[src/rtl/track_sensor_frontend.sv]
// track_sensor_frontend
// Upstream stage of the TrainGuard axle/car counter. The two raw track
// sensors are synchronised, then debounced. A pass FSM works out the
// direction of travel from which sensor trips first. Each completed pass
// gives one strobe cycle, so the downstream counter moves by exactly +/-1
// per vehicle.
//
// Ports
//   clk        system clock, rising edge
//   reset      synchronous, active-high; clears all state
//   raw_s1     asynchronous raw sensor S1 (upstream rail), 1 = occupied
//   raw_s2     asynchronous raw sensor S2 (downstream rail), 1 = occupied
//   B1, B2     pass strobe pair to the counter; always equal, one cycle wide
//   prefernce  direction: 1 = S1->S2 (count up), 0 = S2->S1 (count down)
//   s1_level   debounced S1 level
//   s2_level   debounced S2 level
//   err        sticky fault flag (ambiguous start or pass timeout)
//
// state    | meaning
// ---------+------------------------------------------------------------
// IDLE     | track clear, waiting for the first sensor to trip
// S1_FIRST | only S1 occupied so far; direction latched as up
// S2_FIRST | only S2 occupied so far; direction latched as down
// BOTH     | both sensors occupied; this pass is now countable
// CLEARING | waiting for both sensors to clear before returning to IDLE
// FAULT    | pass took too long; wait for a clear track

module track_sensor_frontend #(
    parameter int DEBOUNCE_CYCLES = 4,
    parameter int TIMEOUT_CYCLES  = 1000
) (
    input  logic clk,
    input  logic reset,
    input  logic raw_s1,
    input  logic raw_s2,
    output logic B1,
    output logic B2,
    output logic prefernce,
    output logic s1_level,
    output logic s2_level,
    output logic err
);

    localparam int DB_W = $clog2(DEBOUNCE_CYCLES + 1);
    localparam int TO_W = $clog2(TIMEOUT_CYCLES + 1);

    typedef enum logic [2:0] {
        IDLE,
        S1_FIRST,
        S2_FIRST,
        BOTH,
        CLEARING,
        FAULT
    } state_t;

    // Index 0 carries S1, index 1 carries S2.
    logic [1:0]      sync_meta;
    logic [1:0]      sync_out;
    logic [1:0]      level;
    logic [DB_W-1:0] db_cnt [2];

    state_t          state;
    logic [TO_W-1:0] to_cnt;
    logic            pass_ok;
    logic            l1;
    logic            l2;
    logic            timeout;

    assign s1_level = level[0];
    assign s2_level = level[1];
    assign l1       = level[0];
    assign l2       = level[1];
    assign timeout  = (to_cnt == TO_W'(TIMEOUT_CYCLES - 1));

    // The level flips on the DEBOUNCE_CYCLES-th consecutive mismatching
    // synced sample. Any agreeing sample restarts the count.
    always_ff @(posedge clk) begin
        if (reset) begin
            sync_meta <= '0;
            sync_out  <= '0;
            level     <= '0;
            for (int i = 0; i < 2; i++) begin
                db_cnt[i] <= '0;
            end
        end else begin
            sync_meta <= {raw_s2, raw_s1};
            sync_out  <= sync_meta;
            for (int i = 0; i < 2; i++) begin
                if (sync_out[i] != level[i]) begin
                    if (db_cnt[i] == DB_W'(DEBOUNCE_CYCLES - 1)) begin
                        level[i]  <= sync_out[i];
                        db_cnt[i] <= '0;
                    end else begin
                        db_cnt[i] <= db_cnt[i] + 1'b1;
                    end
                end else begin
                    db_cnt[i] <= '0;
                end
            end
        end
    end

    // Timeout takes priority over a normal exit in the same cycle, so no
    // pass state is ever held for more than TIMEOUT_CYCLES cycles.
    always_ff @(posedge clk) begin
        if (reset) begin
            state     <= IDLE;
            to_cnt    <= '0;
            pass_ok   <= 1'b0;
            B1        <= 1'b0;
            B2        <= 1'b0;
            prefernce <= 1'b1;
            err       <= 1'b0;
        end else begin
            B1 <= 1'b0;
            B2 <= 1'b0;
            case (state)
                IDLE: begin
                    to_cnt  <= '0;
                    pass_ok <= 1'b0;
                    if (l1 && l2) begin
                        state <= CLEARING;
                        err   <= 1'b1;
                    end else if (l1) begin
                        state     <= S1_FIRST;
                        prefernce <= 1'b1;
                    end else if (l2) begin
                        state     <= S2_FIRST;
                        prefernce <= 1'b0;
                    end
                end
                S1_FIRST, S2_FIRST: begin
                    if (timeout) begin
                        state  <= FAULT;
                        err    <= 1'b1;
                        to_cnt <= '0;
                    end else if (l1 && l2) begin
                        state   <= BOTH;
                        pass_ok <= 1'b1;
                        to_cnt  <= '0;
                    end else if (!l1 && !l2) begin
                        state  <= IDLE;
                        to_cnt <= '0;
                    end else begin
                        to_cnt <= to_cnt + 1'b1;
                    end
                end
                BOTH: begin
                    if (timeout) begin
                        state  <= FAULT;
                        err    <= 1'b1;
                        to_cnt <= '0;
                    end else if (!(l1 && l2)) begin
                        state  <= CLEARING;
                        to_cnt <= '0;
                    end else begin
                        to_cnt <= to_cnt + 1'b1;
                    end
                end
                CLEARING: begin
                    if (timeout) begin
                        state  <= FAULT;
                        err    <= 1'b1;
                        to_cnt <= '0;
                    end else if (!l1 && !l2) begin
                        state  <= IDLE;
                        to_cnt <= '0;
                        B1     <= pass_ok;
                        B2     <= pass_ok;
                    end else begin
                        to_cnt <= to_cnt + 1'b1;
                    end
                end
                FAULT: begin
                    if (!l1 && !l2) begin
                        state  <= IDLE;
                        to_cnt <= '0;
                    end else if (to_cnt != TO_W'(TIMEOUT_CYCLES)) begin
                        to_cnt <= to_cnt + 1'b1;
                    end
                end
                default: begin
                    state  <= IDLE;
                    to_cnt <= '0;
                end
            endcase
        end
    end

endmodule

[config.mk]
export PLATFORM = sky130hd
export DESIGN_NAME = track_sensor_frontend
export DESIGN_NICKNAME = d
export VERILOG_FILES = /design/src/rtl/track_sensor_frontend.sv
export SDC_FILE = /design/constraint.sdc
export NUM_CORES = 1
export LEC_CHECK = 0
export BUFFER_PORTS_ARGS = -buffer_cell sky130_fd_sc_hd__buf_4
export CORE_AREA = 2 2 57 59
export CTS_BUF_LIST = sky130_fd_sc_hd__clkbuf_16
export CTS_CLUSTER_SIZE = 30
export DETAILED_ROUTE_END_ITERATION = 16
export DIE_AREA = 0 0 59 61
export PLACE_DENSITY_LB_ADDON = 0.3
export SYNTH_ARGS = -nofsm -noshare
export SYNTH_HDL_FRONTEND = slang
export SYNTH_SLANG_ARGS = --single-unit
[constraint.sdc]
create_clock -name clk -period 1.8 [get_ports clk]
set_input_delay 0.36 -clock clk [delete_from_list [all_inputs] [get_ports clk]]
set_output_delay 0.36 -clock clk [all_outputs]
set_load 0.05 [all_outputs]
==> flow_summary.toml, run 1 <==
[detailed_routing]
routed_wirelength_mm = 3.06
wl_per_cell_um = 13.9
drt_iter0_drc = 58
final_antenna_net_count = 0
vias = 1213
viasPerCell = 5.51
drc = 0
dr.pass1.iters = 4

[clock_tree]
cts_buffers = 5
cts_buffer_depth = 2
clk_pin_slew_worst_paths_ps = 50
root_buffer = "clkbuf_16"
cts.sink_count = 29
cts_tree = "yes"
clk_latency_ps = 280
htree_levels = 2
cts_hold_buf = 0

[logic_synthesis]
yosysTopAreaCell = "dfxtp_1"
synth_edf_count = 6
synth.distinct_cells = 44
synthTopCellsByArea = "dfxtp_1 31%, edfxtp_1 12%, ha_1 7.5%, xnor2_1 5.2%, nor3_1 5.0%"
synthArstFlopShare = 0
synth_area_sq_mm = 0.00150
synthFlopType = "dfxtp_1"
seq_area_frac_synth = 0.426
yosysWarnings = 0
ys_seq_elements = 29
synth_cells = 158
synth.avg_cell_area_sq_um = 9.52
synth_top_area_frac = 0.306

[place]
place_area_sq_mm = 0.00171
dp_hpwl_mm = 2.03
place_congestion = 0.826
port_buffers = 9

[critical_path]
cp-start-kind = "flip-flop"
crit_slowest_cell = "or3b_4"
worstPathMaxFanout = 8
critPathArrivalTime_ps = 1860
cp.required_ps = 1960
critical_path.cell_chain = "inv_2 -> ha_4 -> or3b_4 -> nor4_4 -> mux2i_1 -> nor3_1"
slowest_delay_ps = 420
worstSetupEndpointType = "flip-flop"
crit_type = "reg -> reg"

[timing]
fin_crit_sh = 0.946
rsz0062_at_grt = "no"
finClkSkew_ps = 1.72
finalHoldViolations = 0
drv_slew = 0
hold_ws_ps = 300
timing.fmax_mhz = 587
tns_ps = 0
setup_viol = 0
min_period_ps = 1700

[pwr]
swShare = 0.174
clkPwrFrac = 0.597
p_int_uw = 1480
p_switching_uw = 311
p_leak_uw = 0.000798
pwr-share-comb = 0.024
seqPwrFrac = 0.379
power_density_mw_per_mm2 = 920
vdd.ir_drop.worst_uv = 745

[floorplanning]
pin_count = 10
die_x_um = 59
start_util = 0.509
placementRows = 20
die_area_sq_mm = 0.00360
die_h_um = 61
core_area_sq_mm = 0.00295

[grt]
grt_max_degree = 17
antenna_found_initial = 0
grt_pass1_wl_mm = 4.82
grt_overflow = 0
grt_pass1_vias = 1112
track_usage = 0.183

[cells_and_area]
final_cell_area_sq_mm = 0.00195
final_layout_size_suffix_gt1_frac = 0.246
final_cell_mix = "23 x buf_4, 21 x dfxtp_1, 16 x nor2_1"
area_growth_pct = 29.5
nNetsFinal = 199
antenna_cells = 0
final_common_cell = "buf_4"

[run_status]
status = "finished clean"

[hold_path]
hold_class = "in -> reg"

[run]
cap_violations = 0
==> flip-flops by register name, indices dropped and copies added, names as in the netlist <==
register   flops
sync_out       2
level          2
sync_meta      2
B2             1
state          3
to_cnt        10
pass_ok        1
db_cnt         6
err            1
prefernce      1
==> cell type report <==
class	instances	area, sq um
multi-input cells	119	865
clock buffers	5	125
clock inverters	3	65.1
fillers	238	1010
repair buffers	23	173
flip-flops and latches	29	648
inverters	8	30.0
well taps	33	41.3
==> synth_stat cells, types with 3 or more instances <==
| cell | n |
|---|---|
| edfxtp_1 | 6 |
| a21boi_0 | 3 |
| and3_1 | 4 |
| nor2_1 | 17 |
| nand3_1 | 4 |
| nor3_1 | 15 |
| clkbuf_1 | 5 |
| ha_1 | 9 |
| dfxtp_1 | 23 |
| inv_1 | 8 |
| a21oi_1 | 4 |
| nor2b_1 | 6 |
| xnor2_1 | 9 |
| mux2i_1 | 3 |
| nand2_1 | 5 |
==> repair_timing <==
| action | 4_1_cts | 5_1_grt |
|---|---|---|
| gates resized for setup | 0 | 5 |
| endpoints found under the setup margin | 0 | 12 |
| setup buffers | 0 | 0 |
==> routing by layer <==
| layer | global-route usage | up-vias | part of all wire |
|---|---|---|---|
| met5 | 0 | - | 0 |
| met2 | 0.314 | 24 | 0.51 |
| met3 | 0.0384 | 8 | 0.031 |
| li1 | - | 608 | - |
| met1 | 0.207 | 573 | 0.43 |
| met4 | 0.117 | 0 | 0.025 |
==> worst max-delay path: cells and delay by family, from the launching register on <==
family | cells | cell delay (ps)
flops | 1 | 390
buf+inv | 1 | 50
fa+ha+maj | 1 | 170
simple gates | 3 | 730
mux | 1 | 240
==> per-stage QoR <==
step	worst slack [ps]	utilization	cells	total power, uW
2_1_floorplan	5.42	-	163	718
3_3_place_gp	109	0.580	211	730
3_5_place_dp	25.9	0.580	211	732
4_1_cts	10.6	0.644	219	1800
5_1_grt	3.91	0.659	220	1840
6_report	96.9	0.659	220	1790
==> logic make-up after synthesis <==
logic type               count (synthesis)  synth area share
flip-flops                              29             0.426
other                                    1           0.00249
adder cells (fa/ha/maj)                  9            0.0749
AO/OA/AOI/OAI                           21             0.107
XOR/XNOR                                11            0.0641
AND/OR/NAND/NOR                         68             0.261
multiplexers                             3            0.0200
buffers and inverters                   16            0.0441
==> power groups by stage <==
stage / registers (uW) / logic, uW / clock network [uW]
final: 679 / 43.2 / 1070
after global routing: 679 / 49.0 / 1110
after detailed placement: 691 / 40.9 / 0
after global placement: 691 / 39.2 / 0
after floorplan: 692 / 25.3 / 0
after CTS: 678 / 41.3 / 1080
==> worst paths after layout <==
| check | start | end | slack, ps | depth (start not counted) |
|---|---|---|---|---|
| worst max-delay path | level[0] | to_cnt[1] | 100 | 6 |
| worst min-delay path | raw_s1 | sync_meta[0] | 300 | 2 |
| worst max register to register | level[0] | to_cnt[1] | 100 | 6 |
| worst min register to register | sync_meta[1] | sync_out[1] | 440 | 1 |
(Power assumes the default switching activity.)
==> run 2: changes to the inputs <==
--- a/config.mk
+++ b/config.mk
@@ -6,11 +6,13 @@
 export NUM_CORES = 1
 export LEC_CHECK = 0
 export BUFFER_PORTS_ARGS = -buffer_cell sky130_fd_sc_hd__buf_4
-export CORE_AREA = 2 2 57 59
+export CELL_PAD_IN_SITES_DETAIL_PLACEMENT = 1
+export CELL_PAD_IN_SITES_GLOBAL_PLACEMENT = 2
+export CORE_AREA = 2 2 70 72
 export CTS_BUF_LIST = sky130_fd_sc_hd__clkbuf_16
 export CTS_CLUSTER_SIZE = 30
 export DETAILED_ROUTE_END_ITERATION = 16
-export DIE_AREA = 0 0 59 61
+export DIE_AREA = 0 0 72 74
 export PLACE_DENSITY_LB_ADDON = 0.3
 export SYNTH_ARGS = -nofsm -noshare
 export SYNTH_HDL_FRONTEND = slang
==> run 2 against run 1 <==
  * Combinational power decreased by 4%
  * Cell area decreased by 0.32%
  * Hold slack improved by 3.5 ps
  * Flip-flop and latch count unchanged
  * Cell count increased by 11%
  * Worst setup slack improved by 26 ps
  * Register-to-register slack improved by 30 ps
  * Sequential share of layout area increased by 0.11 points
  * Critical endpoint unchanged
  * Highest routed layer unchanged
==> flow_summary.toml, run 2 (synthesis gave the netlist of run 1 again) <==
[timing]
drv_slew = 0
hold_ws_ps = 304
fin_crit_sh = 0.932
finalHoldViolations = 0
timing.fmax_mhz = 596
finClkSkew_ps = 2.32
rsz0062_at_grt = "no"
fin_ws_ps = 123
setup_viol = 0
min_period_ps = 1680

[detailed_routing]
drc = 0
dr.pass1.iters = 3
routed_wirelength_mm = 3.30
drt_iter0_drc = 36
viasPerCell = 5.02
final_antenna_net_count = 0
vias = 1229
wl_per_cell_um = 13.5

[clock_tree]
cts_hold_buf = 0
cts_buffer_depth = 2
clk_latency_ps = 270
root_buffer = "clkbuf_16"
cts_tree = "yes"
clk_pin_slew_worst_paths_ps = 50
htree_levels = 2
cts_buffers = 5
cts.sink_count = 29

[critical_path]
cp.required_ps = 1960
slowest_delay_ps = 420
critPathArrivalTime_ps = 1840
critical_path.cell_chain = "inv_2 -> ha_2 -> or3b_4 -> nor4_4 -> mux2i_1 -> nor3_1"
worstPathMaxFanout = 8
crit_type = "reg -> reg"
worstSetupEndpointType = "flip-flop"
crit_slowest_cell = "or3b_4"
cp-start-kind = "flip-flop"

[place]
post-place-ws_ps = -10.4
dp_cells = 236
dp_hpwl_mm = 2.48
place_congestion = 0.769
port_buffers = 9

[run_status]
status = "finished clean"

[floorplanning]
die_h_um = 74
placementRows = 25
core_area_sq_mm = 0.00460
start_util = 0.327
die_x_um = 72
die_area_sq_mm = 0.00533
pin_count = 10

[pwr]
vdd.ir_drop.worst_uv = 290
power_density_mw_per_mm2 = 772
p_leak_uw = 0.000805

[cells_and_area]
final_layout_size_suffix_gt1_frac = 0.257
top_regs = "to_cnt (10), db_cnt (6), state (3)"
final_common_cell = "buf_4"
area_growth_pct = 29.0
utilization = 0.422
final_cell_mix = "27 x buf_4, 21 x dfxtp_1, 16 x nor2_1"
nNetsFinal = 203
regMostFlops = "to_cnt"
stdcell_count = 245
largest_reg_flops = 10
antenna_cells = 0

[run]
cap_violations = 0

[grt]
track_usage = 0.143
antenna_found_initial = 0
grt_max_degree = 17
grt_pass1_vias = 1269
grt_pass1_wl_mm = 5.85
grt_overflow = 0

[hold_path]
hold_class = "in -> reg"
-- run 2: changes by cell type in the layout (fill, tap and decap cells not counted), sizes merged --
cell    delta
bufinv     -2
inv        +1
a31oi      -1
buf        +5
clkinv     +1
-- run 2: worst paths after layout --
path                     start      endpoint  slack (ps)  depth (start not counted)
hold / removal          raw_s1  sync_meta[0]         300                          2
setup reg to reg      level[0]     to_cnt[1]         120                          6
hold reg to reg   sync_meta[0]   sync_out[0]         440                          1
setup / recovery      level[0]     to_cnt[1]         120                          6
-- run 2: routing by layer --
layer  global-route usage  routed length (um)  vias to the layer above
li1                     -                   -                      614
met1                0.169                1580                      598
met2                0.246                1570                       10
met3               0.0407                  94                        7
met4               0.0566                  51                        0
met5                    0                   0                        -
-- run 2: stage by stage --
| step | setup TNS [ps] | area (sq um) | total power (uW) |
|---|---|---|---|
| finish | 0 | 1940 | 1500 |
| global route | 0 | 1940 | 1550 |
| CTS | 0 | 1930 | 1520 |
| detailed placement | -22.2 | 1770 | 733 |
| global placement | 0 | 1770 | 731 |
| floorplan | 0 | 1540 | 718 |
-- run 2: area by class of cell --
| type | instances | area [sq um] |
|---|---|---|
| fill | 534 | 2660 |
| multi-input combinational | 118 | 833 |
| sequential | 29 | 648 |
| timing repair buffer | 28 | 223 |
| clock buffer | 5 | 125 |
| tap | 54 | 67.6 |
| inverter | 8 | 30.0 |
| clock inverter | 3 | 13.8 |
-- run 2: power by group --
part	switching, uW	internal, uW	total [uW]
sequential	5.33	673	678
clock	278	500	778
combinational	23.6	18.0	41.5
total	307	1190	1500
-- run 2: repair_timing --
action / CTS / global route
pin swaps: 1 / 0
setup buffers: 1 / 0
endpoints found under the setup margin: 10 / 3
gates resized for setup: 1 / 2
gates cloned: 0 / 0
-- run 2: worst max-delay path: cells and delay by family (launching register included) --
kind / cells / cell delay, ps
and+or+nand+nor: 3 / 710
DFF: 1 / 390
muxes: 1 / 220
adders and majority gates: 1 / 200
buffers and inverters: 1 / 40
